===== src/rtl/mdr_pkg.sv =====
// Shared constants for the memory data register / load formatter.
// Load-type codes, FSM state encoding and lane-extraction constants.
package mdr_pkg;

    localparam logic [2:0] LT_LW  = 3'b000;
    localparam logic [2:0] LT_LH  = 3'b001;
    localparam logic [2:0] LT_LHU = 3'b010;
    localparam logic [2:0] LT_LB  = 3'b011;
    localparam logic [2:0] LT_LBU = 3'b100;

    localparam int BYTE_W = 8;
    localparam int HALF_W = 16;
    localparam int WORD_W = 32;

    typedef enum logic {
        ST_IDLE = 1'b0,
        ST_REQ  = 1'b1
    } state_e;

    // Reserved codes 101-111 decode as LW, so they share its rule.
    function automatic logic misaligned(input logic [2:0] lt,
                                        input logic [1:0] off);
        logic bad;
        case (lt)
            LT_LB, LT_LBU: bad = 1'b0;
            LT_LH, LT_LHU: bad = off[0];
            default:       bad = (off != 2'b00);
        endcase
        return bad;
    endfunction

endpackage


===== src/rtl/load_extract.sv =====
// Lane select and sign/zero extension of a little-endian read word.
// Purely combinational; driven from the latched offset and load type.
module load_extract
    import mdr_pkg::*;
(
    input  logic [WORD_W-1:0] word,
    input  logic [1:0]        off,
    input  logic [2:0]        ltype,
    output logic [WORD_W-1:0] data
);

    logic [HALF_W-1:0] lane_h;
    logic [BYTE_W-1:0] lane_b;

    always_comb begin
        lane_h = off[1] ? word[31:16] : word[15:0];
        lane_b = word[{off, 3'b000} +: BYTE_W];
        case (ltype)
            LT_LH:   data = {{(WORD_W-HALF_W){lane_h[HALF_W-1]}}, lane_h};
            LT_LHU:  data = {{(WORD_W-HALF_W){1'b0}}, lane_h};
            LT_LB:   data = {{(WORD_W-BYTE_W){lane_b[BYTE_W-1]}}, lane_b};
            LT_LBU:  data = {{(WORD_W-BYTE_W){1'b0}}, lane_b};
            default: data = word;
        endcase
    end

endmodule


===== src/rtl/mdr_load_unit.sv =====
// Memory data register: one read per load, ack timeout, formatted result.
// Define MDR_ALIGN_CHK_EN to reject misaligned LW/LH/LHU without a bus read.
module mdr_load_unit
    import mdr_pkg::*;
#(
    parameter int DATA_W = 32,
    parameter int TMO_W  = 8
) (
    input  logic              clk,
    input  logic              rst_n,
    input  logic              LoadStart,
    input  logic [2:0]        LoadType,
    input  logic [DATA_W-1:0] AddrIn,
    output logic              MemReq,
    output logic [DATA_W-1:0] MemAddr,
    input  logic              MemAck,
    input  logic [DATA_W-1:0] MemRData,
    output logic [DATA_W-1:0] MDRtoMux2,
    output logic              MDRValid,
    output logic              Busy,
    output logic              LoadErr
);

    // The cycle that would push the counter to all-ones is the timeout.
    localparam logic [TMO_W-1:0] TMO_LAST = {{(TMO_W-1){1'b1}}, 1'b0};

    state_e            state_q, state_d;
    logic [DATA_W-1:0] addr_q, addr_d;
    logic [DATA_W-1:0] mdr_q, mdr_d;
    logic [1:0]        off_q, off_d;
    logic [2:0]        lt_q, lt_d;
    logic [TMO_W-1:0]  tmo_q, tmo_d;
    logic              valid_q, valid_d;
    logic              err_q, err_d;
    logic              bad_align;
    logic [DATA_W-1:0] ext_data;

    load_extract u_extract (
        .word  (MemRData),
        .off   (off_q),
        .ltype (lt_q),
        .data  (ext_data)
    );

    always_comb begin
        state_d   = state_q;
        addr_d    = addr_q;
        mdr_d     = mdr_q;
        off_d     = off_q;
        lt_d      = lt_q;
        tmo_d     = tmo_q;
        valid_d   = valid_q;
        err_d     = err_q;
        bad_align = 1'b0;
`ifdef MDR_ALIGN_CHK_EN
        bad_align = misaligned(LoadType, AddrIn[1:0]);
`else
        bad_align = 1'b0;
`endif
        case (state_q)
            ST_IDLE: begin
                if (LoadStart) begin
                    addr_d  = {AddrIn[DATA_W-1:2], 2'b00};
                    off_d   = AddrIn[1:0];
                    lt_d    = LoadType;
                    tmo_d   = '0;
                    valid_d = 1'b0;
                    err_d   = 1'b0;
                    if (bad_align) begin
                        mdr_d   = '0;
                        valid_d = 1'b1;
                        err_d   = 1'b1;
                    end else begin
                        state_d = ST_REQ;
                    end
                end
            end
            ST_REQ: begin
                if (MemAck) begin
                    mdr_d   = ext_data;
                    valid_d = 1'b1;
                    state_d = ST_IDLE;
                end else if (tmo_q == TMO_LAST) begin
                    tmo_d   = '1;
                    mdr_d   = '0;
                    valid_d = 1'b1;
                    err_d   = 1'b1;
                    state_d = ST_IDLE;
                end else begin
                    tmo_d = tmo_q + 1'b1;
                end
            end
            default: state_d = ST_IDLE;
        endcase
    end

    always_ff @(posedge clk or negedge rst_n) begin
        if (!rst_n) begin
            state_q <= ST_IDLE;
            addr_q  <= '0;
            mdr_q   <= '0;
            off_q   <= '0;
            lt_q    <= '0;
            tmo_q   <= '0;
            valid_q <= 1'b0;
            err_q   <= 1'b0;
        end else begin
            state_q <= state_d;
            addr_q  <= addr_d;
            mdr_q   <= mdr_d;
            off_q   <= off_d;
            lt_q    <= lt_d;
            tmo_q   <= tmo_d;
            valid_q <= valid_d;
            err_q   <= err_d;
        end
    end

    assign MemReq    = (state_q == ST_REQ);
    assign Busy      = (state_q != ST_IDLE);
    assign MemAddr   = addr_q;
    assign MDRtoMux2 = mdr_q;
    assign MDRValid  = valid_q;
    assign LoadErr   = err_q;

endmodule


===== config.mk =====
export PLATFORM = sky130hd
export DESIGN_NAME = mdr_load_unit
export DESIGN_NICKNAME = d
export VERILOG_FILES = /design/src/rtl/mdr_pkg.sv /design/src/rtl/load_extract.sv /design/src/rtl/mdr_load_unit.sv
export SDC_FILE = /design/constraint.sdc
export NUM_CORES = 1
export LEC_CHECK = 0
export ABC_AREA = 1
export CAP_MARGIN = 20
export CORE_ASPECT_RATIO = 0.6
export CORE_MARGIN = 8
export CORE_UTILIZATION = 24
export CTS_CLUSTER_SIZE = 25
export DETAILED_ROUTE_END_ITERATION = 10
export SYNTH_ARGS = -nofsm -noshare
export SYNTH_HDL_FRONTEND = slang
export SYNTH_SLANG_ARGS = --single-unit

===== constraint.sdc =====
create_clock -name clk -period 3.95 [get_ports clk]
set_input_delay 0.5925 -clock clk [delete_from_list [all_inputs] [get_ports clk]]
set_output_delay 0.5925 -clock clk [all_outputs]
set_load 0.02 [all_outputs]

==> results.ini <==
[cts]
clk_tree_root_cell=sky130_fd_sc_hd__clkbuf_16
tritoncts=yes
cts-root-to-sink-buffers=2
clk_pin_slew_ns=0.06
insertion_delay_ns=0.34
postCtsHoldBufs=0
post_cts.resized_instances=0
postCtsSetupRepairBufs=0
cts_buffers=9
clock_tree.htree_level_count=3
cts.sinks=78

[setup_path]
critical_path.n_buffers_inverters=1
top_delay_family_on_crit_path=buffers and inverters
critPathKind=register to primary output
slowest_cell_on_the_critical_path=sky130_fd_sc_hd__clkdlybuf4s50_1
crit_fanout=6
critical_path.cell_chain=clkdlybuf4s50_1
arrival_time_worst_endpoint_ns=1.51
worst_r2r_path_depth=6
worstReg2RegEnd=MDRtoMux2[18]
crit_path_end_kind=primary output
r2r_setup_slack_ns=1.97
cp_slowest_stage_delay_ns=0.67
worst-endpoint-required_ns=3.36
rr_startpoint=off_q[0]
startpoint_type=register

[floorplan]
die_h_um=118
die_ar_sq_um=21800
top_level_ports=139
floorplan.initialDensity_pct=24.4
floorplan.die.width_um=186
core_area_sq_um=17000
core.rowCount=37

[final_layout]
design.final.nets=777
antennaDiodeCount=0
ff_latch_area_sq_um=1950
area_growth_pct=46.5
multi_input_gate_area_in_the_final_layout_sq_um=1830
filler_cell_count=1799
final_core_util_pct=35.7
layout_cells_sized_above_1_pct=5.08

[hold_path]
worst_hold_path_type=input port to asynchronous set/reset pin

[logic_synthesis]
postSynthAreaPerCell_sq_um=7.14
ys_seq_elements=78
synth_top_flop_cell=sky130_fd_sc_hd__dfrtp_1
synthMostInstantiatedCell=sky130_fd_sc_hd__nand2_1
netlist_top_cells_area=sky130_fd_sc_hd__dfrtp_1 47%, sky130_fd_sc_hd__nand2_1 26%, sky130_fd_sc_hd__nand3_1 5.9%
post_synth_most_frequent_cells=289 x sky130_fd_sc_hd__nand2_1, 78 x sky130_fd_sc_hd__dfrtp_1, 50 x sky130_fd_sc_hd__inv_1
synthesis.area_sq_um=4140
netlist.area_leader.share_pct=47.2
asyncSetResetFlopFracSynth_pct=100
yosys.cell_types.count=26
yosys_warnings=0
seq_area_frac_synth_pct=47.2
post_synth_inst_count=580
synth.largest_area_cell=sky130_fd_sc_hd__dfrtp_1
synth_enable_flop_cells=0

[sta]
max_freq_ghz=0.475
setup_violators_final=0
skew_ns=0.00702
timing_max_transition_violations_final=0
rsz0062_at_grt=no
timing.setup.tns_ns=0
worst_pin_slew_ns=0.751
timing.final.crit_period_ns=2.11
slew-limit-headroom_pct=49.8
hold_viol=0
timing.final.crit_share_pct=53.3

[routing]
drtIter0Drc=307
route.antenna.remaining_nets=0
drtPass1Iterations=5
routedWlPerCell_um=14.8
avgViaCountPerCell=4.30
detail_route.wirelength_mm=13.9
vias=4046
remaining_drc_errors=0

[run_status]
outcome=finished, final reports clean

[placement]
hpwlAfterDp_mm=10.3
io_buffers=136
place.gp.congestion=0.806

[power]
leakage_nw=2.99
pwr_density_cell_nw_per_um2=608
irDropWorstVdd_v=0.000200

[global_route]
grt_total_ovfl=0
grt_start_max_net_pins=79
grt_first_pass_wirelength_mm=22.7
grt_pass1_vias=4032
grt_usage_pct=13.1
antenna_found_initial=2

[flow_run]
timing.max_cap.violations=0

[how the worst max path moves through the flow]
| stage | from | cells past startpoint | end | slack [ns] |
|---|---|---|---|---|
| 2_1_floorplan | LoadStart | 6 | MemAddr[10] | 2.53 |
| 3_3_place_gp | MemAck | 6 | MDRtoMux2[30] | 1.50 |
| 3_5_place_dp | LoadStart | 8 | MemAddr[2] | 1.52 |
| 4_1_cts | Busy | 1 | Busy | 1.79 |
| 5_1_grt | LoadStart | 8 | MemAddr[16] | 1.73 |
| 6_report | Busy | 1 | Busy | 1.84 |
[where the power goes]
part           leakage [nW]  switching (mW)  internal [mW]  total (mW)
clock network         0.149           0.340          0.553       0.893
logic                  1.87           0.914          0.664        1.58
registers             0.977           0.171           1.04        1.21
[metal layers]
layer	track usage [%]	up-vias	wire length, um
met3	6.17	18	1430
met2	16.6	133	5340
li1	-	2035	-
met5	0	-	22
met1	19.5	1856	6960
met4	2.82	4	165
[placed cells by master (no fill, tap or decap)]
cell | synthesis | final
sky130_fd_sc_hd__clkinv_1 | 1 | 1
sky130_fd_sc_hd__nand4_1 | 3 | 3
sky130_fd_sc_hd__o22ai_1 | 1 | 1
sky130_fd_sc_hd__inv_2 | 4 | 4
sky130_fd_sc_hd__nand3_1 | 49 | 49
sky130_fd_sc_hd__clkinv_4 | 0 | 2
sky130_fd_sc_hd__buf_4 | 6 | 4
sky130_fd_sc_hd__nand3_2 | 3 | 3
sky130_fd_sc_hd__o21ai_0 | 17 | 17
sky130_fd_sc_hd__clkbuf_16 | 0 | 9
sky130_fd_sc_hd__nand2_4 | 3 | 3
sky130_fd_sc_hd__clkinvlp_4 | 0 | 1
sky130_fd_sc_hd__ha_1 | 2 | 2
sky130_fd_sc_hd__xor2_1 | 2 | 2
sky130_fd_sc_hd__a21oi_1 | 33 | 33
sky130_fd_sc_hd__o211ai_1 | 2 | 2
sky130_fd_sc_hd__nand3_4 | 2 | 2
sky130_fd_sc_hd__nor2_1 | 6 | 6
sky130_fd_sc_hd__nor2_4 | 2 | 3
sky130_fd_sc_hd__conb_1 | 1 | 2
sky130_fd_sc_hd__clkbuf_1 | 12 | 1
sky130_fd_sc_hd__nand2_1 | 289 | 289
sky130_fd_sc_hd__inv_1 | 50 | 50
sky130_fd_sc_hd__a21o_1 | 1 | 1
sky130_fd_sc_hd__buf_16 | 0 | 3
sky130_fd_sc_hd__clkdlybuf4s50_1 | 0 | 135
sky130_fd_sc_hd__dfrtp_1 | 78 | 78
sky130_fd_sc_hd__bufinv_16 | 0 | 2
[layout make-up]
type / instances / area share (%)
clock inverter: 5 / 1.40
inverter: 55 / 3.41
sequential: 78 / 32.2
tap: 234 / 4.83
timing repair buffer: 142 / 24.1
multi-input combinational: 418 / 30.2
clock buffer: 10 / 3.78
[per-stage QoR]
| step | hold slack [ns] | power [mW] | area [sq um] | setup slack (ns) | std cells |
|---|---|---|---|---|---|
| 2_1_floorplan | 0.297 | 2.07 | 4140 | 2.53 | 581 |
| 4_1_cts | 0.473 | 3.73 | 6010 | 1.79 | 940 |
| 6_report | 0.222 | 3.68 | 6060 | 1.84 | 942 |
| 3_3_place_gp | 0.456 | 2.79 | 5670 | 1.50 | 924 |
| 5_1_grt | 0.256 | 3.95 | 6060 | 1.73 | 942 |
| 3_5_place_dp | 0.457 | 2.80 | 5690 | 1.52 | 925 |
[cells by family after synthesis]
family,share of synthesized area [%]
DFF,47.2
buffers and inverters,8.77
xor gates and xnor gates,0.423
AOI/OAI and AO/OA,6.74
adders and majority gates,0.604
and+or+nand+nor,36.2
other,0.0906
[registers in the layout, indices dropped and copies added (netlist names)]
register	cells
MDRValid	1
MemAddr	30
Busy	1
lt_q	3
off_q	2
tmo_q	8
MDRtoMux2	32
LoadErr	1
Note: power is estimated with default switching activity, not from simulation.
